==> config.mk <==
export PLATFORM = sky130hd
export DESIGN_NAME = nmix_mac_ctrl
export DESIGN_NICKNAME = d
export VERILOG_FILES = /design/src/rtl/nmix_mac_ctrl.sv
export SDC_FILE = /design/constraint.sdc
export NUM_CORES = 1
export LEC_CHECK = 0
export CAP_MARGIN = 40
export CELL_PAD_IN_SITES_DETAIL_PLACEMENT = 1
export CELL_PAD_IN_SITES_GLOBAL_PLACEMENT = 1
export CORE_ASPECT_RATIO = 0.8
export CORE_MARGIN = 4
export CORE_UTILIZATION = 51
export CTS_BUF_LIST = sky130_fd_sc_hd__clkbuf_4 sky130_fd_sc_hd__clkbuf_8
export CTS_CLUSTER_DIAMETER = 30
export CTS_CLUSTER_SIZE = 24
export DETAILED_ROUTE_END_ITERATION = 12
export DONT_BUFFER_PORTS = 1
export HOLD_SLACK_MARGIN = 0.05
export PLACE_DENSITY_LB_ADDON = 0.1
export SKIP_CTS_REPAIR_TIMING = 1
export SLEW_MARGIN = 15
export SYNTH_ARGS = -nofsm -noshare
export SYNTH_HDL_FRONTEND = slang
export SYNTH_SLANG_ARGS = --single-unit
==> constraint.sdc <==
create_clock -name clk -period 5.5 [get_ports clk]
set_input_delay 0.55 -clock clk [delete_from_list [all_inputs] [get_ports clk]]
set_output_delay 0.55 -clock clk [all_outputs]
set_load 0.005 [all_outputs]
==> src/rtl/nmix_mac_ctrl.sv <==
// nmix_mac_ctrl -- message sequencer and chaining stage around the bit-serial
// nmix mixer. Message words arrive on a valid/ready port. Each word is mixed
// with the running chaining value H (X = word, R = H), and the result is
// folded back with H <= H ^ Y. After the last word, H leaves on the tag port.
// If nmix never drops its dirty flag, a 10-bit watchdog aborts the message
// and reports an error tag.

module nmix_mac_ctrl #(
  parameter logic [31:0] IV      = 32'h0000_0000,  // initial chaining constant
  parameter int unsigned TIMEOUT = 1023             // max BUSY cycles before abort
) (
  input  logic        clk,
  input  logic        reset,       // asynchronous, active-low

  // upstream message port
  input  logic        in_valid,
  output logic        in_ready,
  input  logic [31:0] in_data,
  input  logic        in_last,
  input  logic [31:0] key,

  // downstream tag port
  output logic        tag_valid,
  input  logic        tag_ready,
  output logic [31:0] tag,
  output logic        tag_err,

  // nmix side
  output logic [31:0] nm_x,
  output logic [31:0] nm_r,
  output logic        nm_start,
  input  logic [31:0] nm_y,
  input  logic        nm_dirty
);

  typedef enum logic [2:0] {
    S_IDLE,   // waiting for a message word (in_ready high)
    S_START,  // nm_start pulse, operands already on nm_x/nm_r
    S_ARM,    // nmix raises dirty on the start edge; ignore it here
    S_BUSY,   // wait for dirty low or watchdog expiry
    S_FOLD,   // H <= H ^ Y, decide next word or tag
    S_OUT     // tag presented until tag_ready
  } state_t;

  // Last watchdog count value; the abort fires on the TIMEOUT-th BUSY cycle.
  localparam logic [9:0] CNT_LAST = 10'(TIMEOUT - 1);

  state_t      r_state;
  logic [31:0] r_h;          // chaining value
  logic        r_first;      // next accepted word starts a new message
  logic        r_last;       // word being processed is the final one
  logic [9:0]  r_cnt;        // BUSY watchdog
  logic [31:0] r_ybuf;       // captured nmix result
  logic [31:0] r_nm_x;
  logic [31:0] r_nm_r;
  logic        r_nm_start;
  logic        r_in_ready;
  logic        r_tag_valid;
  logic [31:0] r_tag;
  logic        r_tag_err;

  logic        w_accept;
  logic [31:0] w_h_init;
  logic [31:0] w_h_fold;
  logic        w_cnt_last;

  // Handshake, chaining-seed and fold arithmetic (XOR only, no carries).
  assign w_accept   = in_valid & r_in_ready;
  assign w_h_init   = IV ^ key;
  assign w_h_fold   = r_h ^ r_ybuf;
  assign w_cnt_last = (r_cnt == CNT_LAST);

  // Sequencer FSM; every output is a register updated alongside the state.
  always_ff @(posedge clk or negedge reset) begin
    // NOTE: all state uses non-blocking assignments so every register in this
    // block samples the pre-edge value of every other one, independent of the
    // order the statements are written in.
    if (!reset) begin
      r_state     <= S_IDLE;
      r_h         <= '0;
      r_first     <= 1'b1;
      r_last      <= 1'b0;
      r_cnt       <= '0;
      r_ybuf      <= '0;
      r_nm_x      <= '0;
      r_nm_r      <= '0;
      r_nm_start  <= 1'b0;
      r_in_ready  <= 1'b0;
      r_tag_valid <= 1'b0;
      r_tag       <= '0;
      r_tag_err   <= 1'b0;
    end else begin
      case (r_state)
        S_IDLE: begin
          if (w_accept) begin
            // Operands are latched here and stay put until the next accept,
            // because nmix reads them on every cycle of its run.
            r_nm_x     <= in_data;
            r_last     <= in_last;
            r_first    <= 1'b0;
            r_in_ready <= 1'b0;
            r_nm_start <= 1'b1;
            r_state    <= S_START;
            if (r_first) begin
              // Key is only ever sampled on the first word of a message.
              r_nm_r <= w_h_init;
              r_h    <= w_h_init;
            end else begin
              r_nm_r <= r_h;
            end
          end else begin
            // Also raises in_ready on the first cycle after reset release.
            r_in_ready <= 1'b1;
          end
        end

        S_START: begin
          r_nm_start <= 1'b0;
          r_cnt      <= '0;
          r_state    <= S_ARM;
        end

        S_ARM: begin
          r_state <= S_BUSY;
        end

        S_BUSY: begin
          r_cnt <= r_cnt + 10'd1;
          if (!nm_dirty) begin
            // Completion wins over a watchdog expiry in the same cycle.
            r_ybuf  <= nm_y;
            r_state <= S_FOLD;
          end else if (w_cnt_last) begin
            r_tag       <= '0;
            r_tag_err   <= 1'b1;
            r_first     <= 1'b1;
            r_cnt       <= '0;
            r_tag_valid <= 1'b1;
            r_state     <= S_OUT;
          end
        end

        S_FOLD: begin
          r_h <= w_h_fold;
          if (r_last) begin
            r_tag       <= w_h_fold;
            r_tag_err   <= 1'b0;
            r_first     <= 1'b1;
            r_tag_valid <= 1'b1;
            r_state     <= S_OUT;
          end else begin
            r_in_ready <= 1'b1;
            r_state    <= S_IDLE;
          end
        end

        S_OUT: begin
          // tag/tag_err are untouched here, so they hold under back-pressure.
          if (tag_ready) begin
            r_tag_valid <= 1'b0;
            r_in_ready  <= 1'b1;
            r_state     <= S_IDLE;
          end
        end

        default: begin
          r_nm_start  <= 1'b0;
          r_in_ready  <= 1'b0;
          r_tag_valid <= 1'b0;
          r_state     <= S_IDLE;
        end
      endcase
    end
  end

  // Registered outputs.
  assign in_ready  = r_in_ready;
  assign tag_valid = r_tag_valid;
  assign tag       = r_tag;
  assign tag_err   = r_tag_err;
  assign nm_x      = r_nm_x;
  assign nm_r      = r_nm_r;
  assign nm_start  = r_nm_start;

endmodule

Word level (Yosys, flattened, before mapping)
Index checks and enable logic that the tools add are counted.

storage, ports and cells
  flip-flop bits (word level) = 179
  bits of input ports = 102
  output and inout bits = 100
  logic and storage cells = 81

operators by class
  add/sub/neg operators = 1
  eq/ne operators = 13
  multiplexer cells = 31
  bitwise gates (word level) = 6
  reduce and logical (&&, ||, !) cells = 17

operators by type and width
  operator                 count
  $mux W32                 5
  $pmux W32 S2             2
  $xor A32 B32 Y32         1
  $mux W10                 2
  $pmux W10 S2             1
  $pmux W3 S6              1
  $mux W3                  5
  $ne A2 B2 Y1 const B     6
  $add A10 B1 Y10 const B  1
  $eq A10 B10 Y1 const B   1
  $mux W1                  10
  $reduce_and A5 Y1        2
  $pmux W1 S4              2
  $reduce_and A2 Y1        4
  $eq A3 B2 Y1 const B     2
  $eq A3 B3 Y1 const B     2
  $reduce_and A3 Y1        2
  $reduce_bool A2 Y1       3
  $reduce_or A3 Y1         2
  $not A1 Y1               4
  $pmux W1 S2              2
  $reduce_and A4 Y1        1
  $reduce_or A4 Y1         1
  $eq A3 B1 Y1 const B     1
  other kinds (5)          5

Longest topological paths before layout
  depth after elaboration = 4
  depth in mapped cells = 7
  mapped depth without buffers = 6

Worst setup path before layout
OpenSTA, ideal clock, no wires.

  path type = reg-to-reg
  start = register r_first
  end = register r_h[0]
  library setup time = 67 ps
  arrival time = 1659 ps
  required time = 5433 ps
  path slack = 3774 ps
  stages on the path, launching flop included = 7
  path through = dfstp_2 > clkbuf_1 > a31oi_1 > nor3_1 > buf_2 > o21a_1 > o221a_1

between the ends
  word-level cells in the longest chain between the ends = 3

RTL lines
  item                      RTL line  source
  start: declaration        50        logic r_first;
  start signal: assignment  81        r_first <= 1'b1;
  start signal: assignment  100       r_first <= 1'b0;
  start signal: assignment  136       r_first <= 1'b1;
  $mux W32 (2 in series)    --
  $pmux W32 S2              --
  end signal: assignment    107       r_h <= w_h_init;
  end signal: assignment    144       r_h <= w_h_fold;
  end: declaration          49        logic [31:0] r_h;

No other way between the ends. The select of a mux whose other input is x is not followed.
A chain may end at the register's enable or synchronous reset.

Worst setup path in the final report
  start = register r_state[2]
  end = register r_tag[8], in the netlist tag[8]

between the ends
  word-level cells in the longest chain between the ends = 3
  elaborated cells between the ends (all ways) = 8

RTL lines
  item                                                                 RTL line  source
  start: declaration                                                   48        state_t r_state;
  start signal: assignment                                             79        r_state <= S_IDLE;
  start signal: assignment                                             103       r_state <= S_START;
  start signal: assignment                                             120       r_state <= S_ARM;
  $eq A3 B2 Y1 / $eq A3 B3 Y1 (equally long branches)                  93        case (r_state)
  $ne A2 B2 Y1 (no line) / $reduce_bool A2 Y1 (equally long branches)  --
  $reduce_and A4 Y1 (no line)                                          --
  end signal: assignment                                               146       r_tag <= w_h_fold;
  end: declaration                                                     59        logic [31:0] r_tag;

Parallel ways exist; a longest one is shown, timed or not.

==> results.py <==
metrics = {
    "status": {
        "status": "finished, final reports clean",
    },
    "synth": {
        "syn_avg_cell_area_sq_um": 12.4,
        "synthesis.instances": 639,
        "ys_seq_area_share_pct": 56.5,
        "ys_warn_count": 0,
        "synth_edf_count": 0,
        "ys_seq_elements": 179,
        "syn_area_sq_um": 7930,
        "synth_top_area_share_pct": 56.2,
        "synth_largest_area_cell": "dfrtp_1",
        "synth_ff_type": "dfrtp_1",
        "synth.distinct_cells": 45,
        "syn_nets": 745,
        "ys_async_sr_fraction_pct": 100,
        "synthTopCellsByArea": "dfrtp_1 (56%), mux2_2 (9.1%), o221a_1 (4.3%)",
    },
    "final_layout": {
        "post-route-util_pct": 56.8,
        "regArea_sq_um": 4480,
        "fin_area_sq_um": 8590,
        "multi_input_area_sq_um": 3280,
        "n_fill_cell": 1519,
        "area_delta_synth_final_pct": 8.33,
        "drive_above_1_share_pct": 18.7,
        "nNetsFinal": 736,
    },
    "drt": {
        "dr.first_iter.drc_count": 248,
        "dr.pass1.iters": 4,
        "ant_nets": 0,
        "avgViaCountPerCell": 6.11,
        "wl_met2_microns": 9740,
        "num_vias": 5224,
        "top_layer": "met5",
        "drc": 0,
        "wl_met3_microns": 1840,
        "post_drt_wl_per_cell_microns": 24.1,
        "wirelength_microns": 20600,
        "met1_length_microns": 8760,
    },
    "setup_path": {
        "crit_type": "reg2reg",
        "arrival_ns": 3.64,
        "cp-start-kind": "register",
        "ff2ff_path_depth": 5,
        "worstSetupEndpointType": "register",
        "worstPathRequired_ns": 5.87,
        "crit_fanout": 22,
    },
    "placement": {
        "place_area_sq_um": 8180,
        "post-place-ws_ns": 2.22,
        "routabilityCongestion": 0.779,
        "port_buffers": 0,
        "hpwl_microns": 13800,
    },
    "floorplan": {
        "rows": 40,
        "start_util_pct": 52.5,
        "die_y_microns": 120,
        "die_w_microns": 147,
        "core_sq_um": 15100,
        "ios": 202,
        "dieArea_sq_um": 17600,
    },
    "clock_network": {
        "ctsRootBufferMaster": "clkbuf_8",
        "clock-sinks": 179,
        "cts_buffer_depth": 2,
        "clk_pin_slew_ns": 0.10,
        "tritoncts": "built",
        "htreeDepth": 4,
        "numCtsBuffers": 17,
        "clk_latency_ns": 0.46,
    },
    "sta": {
        "timing.hold.ws_ns": 0.116,
        "fmax_mhz": 307,
        "worstMarginPinSlew_ns": 0.895,
        "fin_skew_ns": 0.0112,
        "rsz0062_at_grt": "no",
        "min_period_over_period_pct": 59.3,
        "fin_ws_ns": 2.24,
        "maxSlewHeadroom_pct": 40.3,
        "setup_viol": 0,
        "fin_crit_ns": 3.26,
        "finalHoldViolations": 0,
        "slew_viol_final": 0,
        "fin_setup_tns_ns": 0,
    },
    "pwr": {
        "power_density_nw_per_um2": 593,
        "irDropWorstVdd_mv": 0.266,
        "p_leak_nw": 3.53,
    },
    "global_routing": {
        "grt_usage_pct": 23.7,
        "grt_max_degree": 180,
        "first_global_vias": 5710,
        "grt_antenna_before_repair": 3,
        "grt_pass1_wl_microns": 32700,
        "grt_overflow_total": 0,
    },
    "run": {
        "maxCapViolations": 0,
    },
    "min_path": {
        "hold_class": "in2async",
    },
}
## worst paths after layout
kind / startpoint / slack (ns) / endpoint
hold / removal: reset / 0.12 / nm_x[14]$_DFFE_PN0P_
max in group asynchronous: reset / 4.70 / nm_r[20]$_DFFE_PN0P_
hold reg to reg: tag[21]$_DFFE_PN0P_ / 0.54 / tag[21]$_DFFE_PN0P_
setup / recovery: r_state[2]$_DFFE_PN0P_ / 2.24 / tag[8]$_DFFE_PN0P_
min in group clk: nm_y[23] / 0.23 / r_ybuf[23]$_DFFE_PN0P_
setup reg to reg: r_state[2]$_DFFE_PN0P_ / 2.24 / tag[8]$_DFFE_PN0P_
## sequential cells by signal (all words and copies together) (netlist names), 3 cells and up
name	cells
nm_r	32
nm_x	32
r_cnt	10
r_h	32
r_state	3
r_ybuf	32
tag	32
## cells by family (layout without fill, tap and decap cells)
group | Yosys count | in the layout | synth area share [%]
AND/OR/NAND/NOR | 120 | 120 | 7.45
buffers and inverters | 47 | 51 | 2.52
AO/OA/AOI/OAI | 153 | 153 | 15.3
other | 0 | 2 | 0
adder cells (fa/ha/maj) | 4 | 4 | 0.631
XOR/XNOR | 40 | 40 | 4.42
flip-flops | 179 | 179 | 56.5
multiplexers | 96 | 96 | 13.1
## final cells by class
type	count	share of cell area, %
Clock inverter	13	1.47
Antenna cell	2	0.0583
Clock buffer	19	2.97
Timing Repair Buffer	13	1.88
Inverter	6	0.262
Sequential cell	179	52.2
Multi-Input combinational cell	413	38.1
Tap cell	210	3.06
## report_power, final
part	switching [mW]	internal, mW	total (mW)
Combinational	0.695	0.858	1.55
Clock	0.497	0.382	0.879
Sequential	0.720	1.94	2.66
Total	1.91	3.18	5.09
## critical path, stage by stage (launching register included)
cell and delay (ns):
dfrtp_1 0.83, nor3b_4 0.84, buf_4 0.41, nand2_1 0.51, buf_4 0.41, o2bb2ai_1 0.17
## metrics by stage
| stage | instances | power, mW |
|---|---|---|
| floorplan | 639 | 3.70 |
| global placement | 816 | 4.06 |
| detailed placement | 820 | 4.21 |
| CTS | 852 | 5.12 |
| global route | 854 | 5.45 |
| finish | 855 | 5.09 |
## routing by layer
| metal | GRT usage, % | vias up |
|---|---|---|
| li1 | - | 2322 |
| met1 | 30.5 | 2714 |
| met2 | 37.3 | 162 |
| met3 | 10.6 | 22 |
| met4 | 5.30 | 4 |
| met5 | 0 | - |
## synth_stat cells (2+ instances only)
cell type	number
o21ai_0	4
a32o_1	2
ha_1	4
nand2_1	16
xnor2_1	34
o221a_2	2
xor2_1	6
a21oi_1	39
mux2_2	64
or3_1	2
nand4_1	3
mux2i_1	32
buf_1	6
a31oi_1	2
clkbuf_1	16
nand3b_1	2
o31ai_1	3
nor3_1	3
nand3_1	37
nor2_1	46
dfrtp_1	178
o21a_1	32
buf_2	19
nand2b_1	2
o2bb2ai_1	31
o221a_1	30
inv_1	6
## layout by cell type, fill, tap and decap left out, types with 2 or more instances in the layout
| cell type | count |
|---|---|
| o21a_1 | 32 |
| a21oi_1 | 39 |
| clkinv_4 | 3 |
| nor3_1 | 2 |
| xnor2_1 | 34 |
| nand3_1 | 37 |
| a31oi_1 | 2 |
| ha_1 | 4 |
| buf_4 | 9 |
| diode_2 | 2 |
| nand2_1 | 16 |
| clkbuf_8 | 18 |
| mux2_2 | 64 |
| xor2_1 | 6 |
| clkinvlp_4 | 4 |
| o221a_1 | 30 |
| nand4_1 | 3 |
| dfrtp_1 | 178 |
| nor2_1 | 46 |
| nand3b_1 | 2 |
| o31ai_1 | 3 |
| o221a_2 | 2 |
| inv_6 | 4 |
| mux2i_1 | 32 |
| buf_16 | 3 |
| o21ai_0 | 4 |
| o2bb2ai_1 | 31 |
| nand2b_1 | 2 |
| a32o_1 | 2 |
| or3_1 | 2 |
| inv_1 | 6 |
No activity file was read; power rests on OpenSTA's default activity.
